<file path="config.mk">
export PLATFORM = sky130hd
export DESIGN_NAME = if_stage
export DESIGN_NICKNAME = d
export VERILOG_FILES = /design/src/rtl/musa_if_pkg.sv /design/src/rtl/return_stack.sv /design/src/rtl/if_stage.sv
export SDC_FILE = /design/constraint.sdc
export NUM_CORES = 1
export LEC_CHECK = 0
export CAP_MARGIN = 20
export CORE_ASPECT_RATIO = 0.75
export CORE_UTILIZATION = 34
export DETAILED_ROUTE_END_ITERATION = 10
export GPL_TIMING_DRIVEN = 0
export PLACE_DENSITY = 0.77
export SLEW_MARGIN = 20
export SYNTH_ARGS = -nofsm -noshare
export SYNTH_HDL_FRONTEND = slang
export SYNTH_SLANG_ARGS = --single-unit
</file>
<file path="constraint.sdc">
create_clock -name clk -period 2 [get_ports clk]
set_input_delay 0.5 -clock clk [delete_from_list [all_inputs] [get_ports clk]]
set_output_delay 0.5 -clock clk [all_outputs]
set_load 0.02 [all_outputs]
</file>
<file path="src/rtl/musa_if_pkg.sv">
// Shared types and defaults for the instruction fetch stage and its return stack.
package musa_if_pkg;

  typedef enum logic {
    FETCH = 1'b0,
    VALID = 1'b1
  } state_t;

  localparam logic [31:0] DEFAULT_RESET_PC    = 32'h0000_0000;
  localparam int          DEFAULT_STACK_DEPTH = 8;

endpackage

</file>
<file path="src/rtl/return_stack.sv">
// Return-address stack with level flags and a sticky overflow/underflow error.
// Push+pop together overwrites the top in place; on an empty stack it acts as a push.
module return_stack
  import musa_if_pkg::*;
#(
  parameter int DEPTH = DEFAULT_STACK_DEPTH
) (
  input  logic        clk,
  input  logic        reset,
  input  logic        push,
  input  logic        pop,
  input  logic [31:0] din,
  output logic [31:0] top,
  output logic        empty,
  output logic        full,
  output logic        err
);

  localparam int LW = $clog2(DEPTH + 1);
  localparam int AW = $clog2(DEPTH);
  localparam logic [LW-1:0] FULL_LEVEL = LW'(DEPTH);

  logic [31:0]   mem [DEPTH];
  logic [LW-1:0] level;
  logic [AW-1:0] top_idx;
  logic [AW-1:0] wr_idx;
  logic          do_push;
  logic          do_pop;
  logic          do_replace;
  logic          bad_op;

  assign empty   = (level == '0);
  assign full    = (level == FULL_LEVEL);
  // Wraps correctly at a full level because the live range is 1..DEPTH.
  assign top_idx = level[AW-1:0] - AW'(1);
  assign top     = empty ? 32'h0 : mem[top_idx];

  assign do_replace = push & pop & ~empty;
  assign do_push    = push & ~full & (~pop | empty);
  assign do_pop     = pop & ~push & ~empty;
  assign bad_op     = (push & ~pop & full) | (pop & ~push & empty);
  assign wr_idx     = do_replace ? top_idx : level[AW-1:0];

  always_ff @(posedge clk) begin
    if (!reset && (do_push || do_replace)) begin
      mem[wr_idx] <= din;
    end
  end

  always_ff @(posedge clk) begin
    if (reset) begin
      level <= '0;
      err   <= 1'b0;
    end else begin
      if (do_push) begin
        level <= level + LW'(1);
      end else if (do_pop) begin
        level <= level - LW'(1);
      end
      if (bad_op) begin
        err <= 1'b1;
      end
    end
  end

endmodule

</file>
<file path="src/rtl/if_stage.sv">
// Instruction fetch stage: FETCH/VALID handshake with instruction memory plus an optional
// return-address stack, compiled in when the macro MUSA_RAS_EN is defined.
module if_stage
  import musa_if_pkg::*;
#(
  parameter logic [31:0] RESET_PC    = DEFAULT_RESET_PC,
  parameter int          STACK_DEPTH = DEFAULT_STACK_DEPTH
) (
  input  logic        clk,
  input  logic        reset,
  input  logic [31:0] next_pc,
  input  logic        pc_load,
  input  logic        stall,
  input  logic        push,
  input  logic        pop,
  output logic [31:0] imem_addr,
  output logic        imem_req,
  input  logic        imem_ack,
  input  logic [31:0] imem_data,
  output logic [31:0] instr,
  output logic        instr_valid,
  output logic [31:0] pc,
  output logic [31:0] pc_1,
  output logic [31:0] stack,
  output logic        stack_empty,
  output logic        stack_full,
  output logic        stack_err
);

  state_t      state, state_n;
  logic [31:0] pc_n;
  logic [31:0] instr_n;

  always_ff @(posedge clk) begin
    if (reset) begin
      state <= FETCH;
      pc    <= RESET_PC;
      instr <= 32'h0;
    end else begin
      state <= state_n;
      pc    <= pc_n;
      instr <= instr_n;
    end
  end

  // A redirect always wins: it drops any same-cycle fetch data and refetches from next_pc.
  always_comb begin
    state_n = state;
    pc_n    = pc;
    instr_n = instr;
    case (state)
      FETCH: begin
        if (pc_load) begin
          pc_n = next_pc;
        end else if (imem_ack) begin
          instr_n = imem_data;
          state_n = VALID;
        end
      end
      VALID: begin
        if (pc_load) begin
          pc_n    = next_pc;
          state_n = FETCH;
        end else if (!stall) begin
          pc_n    = pc_1;
          state_n = FETCH;
        end
      end
      default: state_n = FETCH;
    endcase
  end

  assign pc_1        = pc + 32'd1;
  assign imem_addr   = pc;
  assign imem_req    = (state == FETCH);
  assign instr_valid = (state == VALID);

`ifdef MUSA_RAS_EN
  return_stack #(
    .DEPTH(STACK_DEPTH)
  ) u_return_stack (
    .clk   (clk),
    .reset (reset),
    .push  (push),
    .pop   (pop),
    .din   (pc_1),
    .top   (stack),
    .empty (stack_empty),
    .full  (stack_full),
    .err   (stack_err)
  );
`else
  logic unused_ras;

  assign unused_ras  = push ^ pop ^ (STACK_DEPTH == 0);
  assign stack       = 32'h0;
  assign stack_empty = 1'b1;
  assign stack_full  = 1'b0;
  assign stack_err   = 1'b0;
`endif

endmodule
</file>
* After elaboration in Yosys (flattened, before gate mapping)
Cells that the tools add are included.
** Cells by class
- Bitwise operators :: 2
- Reduce and logical (&&, ||, !) cells :: 2
- Add/sub/neg operators :: 1
- Equality and inequality tests :: 2
- Multiplexer cells :: 9
** Operators by type and width (count)
- $mux W32 :: 3
- $pmux W32 S2 :: 1
- $add A32 B1 Y32 const B :: 1
- $mux W1 :: 4
- $ne A3 B3 Y1 const B :: 1
- $reduce_and A3 Y1 :: 1
- $ne A2 B2 Y1 const B :: 1
- $not A1 Y1 :: 2
- $pmux W1 S2 :: 1
- $reduce_and A2 Y1 :: 1
** Word-level totals
- Register bits :: 65
- Output and inout bits :: 165
- Word-level logic and storage cells :: 19
- Bits of input ports :: 71

* Depth between registers and ports, before layout
- Word-level depth :: 4
- Depth in mapped cells :: 7

* Worst setup path after synthesis
Ideal clock, no wire load.
- Path type :: register to output
- Start point :: register pc[1] (netlist: imem_addr[1])
- End point :: output port pc_1[26]
- Buffers on the path :: 0
- Path slack :: -0.609 ns
- Stages on the path, launching flop included :: 7
- Data required time :: 1.500 ns
- Arrival time :: 2.109 ns
- Path through :: dfxtp_1 -> ha_1 -> nand4_2 -> nor2_1 -> nand4_1 -> nor2_1 -> xor2_1
** On the way
- Word-level cells in the longest chain between the ends :: 1
** Ends and longest elaborated chain
- from (decl) :: line if_stage.sv:22 : output logic [31:0] pc,
- from (signal assigned) :: line if_stage.sv:41 : pc <= pc_n;
- $add A32 B1 Y32 :: line if_stage.sv:73 : assign pc_1 = pc + 32'd1;
- to (decl) :: line if_stage.sv:23 : output logic [31:0] pc_1,
Every way passes these cells.

* Worst setup path in the final report
- Start point :: register pc[0] (netlist: imem_addr[0])
- End point :: output port pc_1[30]
The elaborated chain is that of the path after synthesis.

==> summary.txt <==
worst path bufs/invs - 2
reg2reg path depth - 7
clock tree buffer depth - 2
register share of total power - 0.317
row cnt - 33
RSZ-0062 raised after global routing - yes
compound-cell area share of the yosys netlist - 0.132
main combinational cell family by area after synthesis - simple AND/OR/NAND/NOR gates
Largest delay share family, worst path - simple AND/OR/NAND/NOR gates
status - finished with violations
Max Used Layer - met4
met2 routed WL - 7.91 mm
Tightest Pin Transition - 742 ps
Mean Syn Cell Area - 7.65 um^2
Worst Path Arrival - 2040 ps
filler cell count - 854
clock sink count - 65
Area Growth Syn to Fin - 101%
die area - 0.0119 mm^2
CP peak stage delay - 390 ps
post-synth top area share - 0.333
hold path depth - 2
gr usage total - 0.249
die width - 126 um
reg2reg start - imem_addr[0]
layout cells sized above 1 - 0.403
largest net degree at the start of global routing - 13
Yosys cell types - 47
adder-cell share of the synthesized area - 0.00320
antenna cells - 0
number of nets still failing antenna checks after routing - 0
clock transition at the registers of the reported paths - 60 ps
top post-synthesis cells by area - dfxtp_1, buf_4, nand2_1
slowest stage cell, crit path - dfxtp_4
Critical Path, Cell by Cell - ha_4 > nand4_4 > nor2_4 > nand4_1 > buf_6 > nor2_4 > xor2_2 > buf_6
Setup crit start - imem_addr[0]
nets - 903
switching part of the total power - 0.301
DR WL/cell - 16.5 um
drt drc - 0
via count of the routed design - 4908
H-tree depth - 3
combinational fraction of design power - 0.298
Synth Area in XOR/XNOR - 0.105
worst-skew pair later-pin latency - 330 ps
CTS tree - built
Worst setup SP type - register
Starting DRT DRC Count - 263
CP max FO - 6
fin crit period - 2540 ps
kind of critical path - reg -> out
vias in the first global route - 4575
final slew viol count - 0
P_int - 3.30 mW
grt ovf - 0
max-capacitance violation count - 0
HP Class - reg -> reg
Synth area leader - dfxtp_1
max_slew headroom - 0.505
GPL Wtd Cong - 0.841
cell depth of the worst setup path - 8
Port Buffers - 197
Worst Path Required - 1500 ps
Power per Cell Area - 600 mW/mm^2
Synth Cell Area - 0.00391 mm^2
I/O pins - 236
first-pass GRT wire length - 23.1 mm
Sw Pwr - 1.42 mW
number of clock buffers inserted by TritonCTS - 9
Hold Buf Count CTS - 0
mux contribution to synthesized area - 0.00512
top-count cell post-synth - nand2_1
Synth async-reset ratio - 0
Core Region - 0.0111 mm^2
YS warnings - 0
Gate Count Post-Synth - 511
crit share post-route - 1.27
synth cell count leaders - nand2_1, buf_4, dfxtp_1
Initial Util - 0.353
violated checks - negative setup slack
FF/Latch Area - 0.00140 mm^2
Hold Vio Cnt, Final - 0
Clk pwr share - 0.385
post-synthesis simple-gate area fraction - 0.252
initial antenna violation count - 0
hold path start - instr[18]
Primary FF master, synth - dfxtp_1
met3 WL - 1.57 mm
detailed-router iteration count before antenna repair - 5
FF+latch count, synth - 65
number of flops mapped to enable cells by yosys - 0
worst clock skew - 6.77 ps
Max IR drop VDD - 0.000579 V
drt via density - 5.03
CP Capture Type - primary output
DP HPWL - 10.6 mm
Met1 Wirelength - 6.24 mm
leakage - 3.60 nW
Die Ht - 94.9 um
final worst slack - -540 ps
sequential area share after synthesis - 0.333
multi-input logic area - 0.00259 mm^2
Pwr Total - 4.72 mW
Final Setup Violations - 30
DRT Wirelength - 16.1 mm
root buffer cell - clkbuf_16
f_max - 0.394 GHz
DP Worst Slack - -1140 ps
-- worst paths after layout --
path	endpoint	slack, ps
setup / recovery	pc_1[30]	-540
hold / removal	instr[18]	450
setup reg to reg	imem_addr[30]	-70
hold reg to reg	instr[18]	450
-- cell type report --
class / instances / area share
Tap cell: 140 / 0.0223
Timing Repair Buffer: 280 / 0.334
Clock inverter: 5 / 0.0108
Buffer: 95 / 0.0887
Multi-Input combinational cell: 373 / 0.329
Inverter: 7 / 0.00334
Clock buffer: 11 / 0.0336
Sequential cell: 65 / 0.178
-- tightest hold or removal path, cell delays in order, from the launching register on --
cell and delay [ps]:
dfxtp_1 310, nand2_1 50, a21oi_1 50
-- registers in the layout, summed over array words and instances, names as in the netlist --
signal,flops
imem_addr,32
instr,32
instr_valid,1
-- through the flow --
| stage | util | area (um^2) | hold slack, ps | cells | TNS (ps) |
|---|---|---|---|---|---|
| finish | 0.710 | 7860 | 452 | 976 | -10400 |
| floorplan | - | 4310 | 517 | 544 | -2640 |
| detailed placement | 0.583 | 6450 | 446 | 881 | -40410 |
| global placement | 0.583 | 6450 | 442 | 881 | -36600 |
| CTS | 0.670 | 7410 | 454 | 945 | -9190 |
| global route | 0.710 | 7860 | 472 | 976 | -12670 |
-- per-layer routing --
metal	up-vias	global-route usage
met1	2337	0.273
met4	0	0.0813
met5	-	0
li1	2270	-
met2	264	0.436
met3	37	0.111
-- kinds of logic (layout without fill, tap and decap cells) --
logic type / count (synthesis) / count (layout)
and+or+nand+nor: 204 / 204
buffers and inverters: 106 / 398
adders and majority gates: 1 / 1
DFF: 65 / 65
xor gates and xnor gates: 47 / 47
AOI/OAI and AO/OA: 84 / 84
muxes: 2 / 2
other: 2 / 35
-- cells in the final DEF (no fill, tap or decap), types with 3 or more instances in the layout --
master and instances:
buf_4 162, clkdlybuf4s50_1 139, nand2_1 85, a21oi_1 37, conb_1 35, dfxtp_1 32, buf_6 26, nor2_1 25
dfxtp_4 21, xnor2_2 17, xor2_1 17, nand4_1 15, nor2_4 12, dfxtp_2 12, dlymetal6s2s_1 12, o21ai_0 11
a211oi_1 11, nand3_1 10, clkbuf_1 10, clkbuf_2 10, clkbuf_16 10, and3_1 8, inv_1 7, xor2_2 7
nor3_1 7, nand2_2 6, xnor2_1 6, nand3_2 5, dlygate4sd2_1 5, nand3_4 4, buf_8 4, o21a_1 4
nor4_4 3, nor3_4 3, buf_12 3, a211oi_2 3, buf_2 3, o31ai_1 3
-- power groups by stage --
| stage | Combinational, mW | Sequential (mW) | Clock (mW) |
|---|---|---|---|
| after floorplan | 0.597 | 1.61 | 0 |
| after global placement | 1.25 | 1.53 | 0 |
| after detailed placement | 1.27 | 1.53 | 0 |
| after CTS | 1.34 | 1.50 | 1.84 |
| after global routing | 1.48 | 1.51 | 1.91 |
| final | 1.41 | 1.49 | 1.82 |
-- repair_timing --
| action | in CTS | in global routing |
|---|---|---|
| endpoints found under the setup margin | 73 | 79 |
| setup buffers | 54 | 33 |
| gates resized for setup | 250 | 80 |
| pin swaps | 40 | 28 |
(Power assumes the default switching activity.)
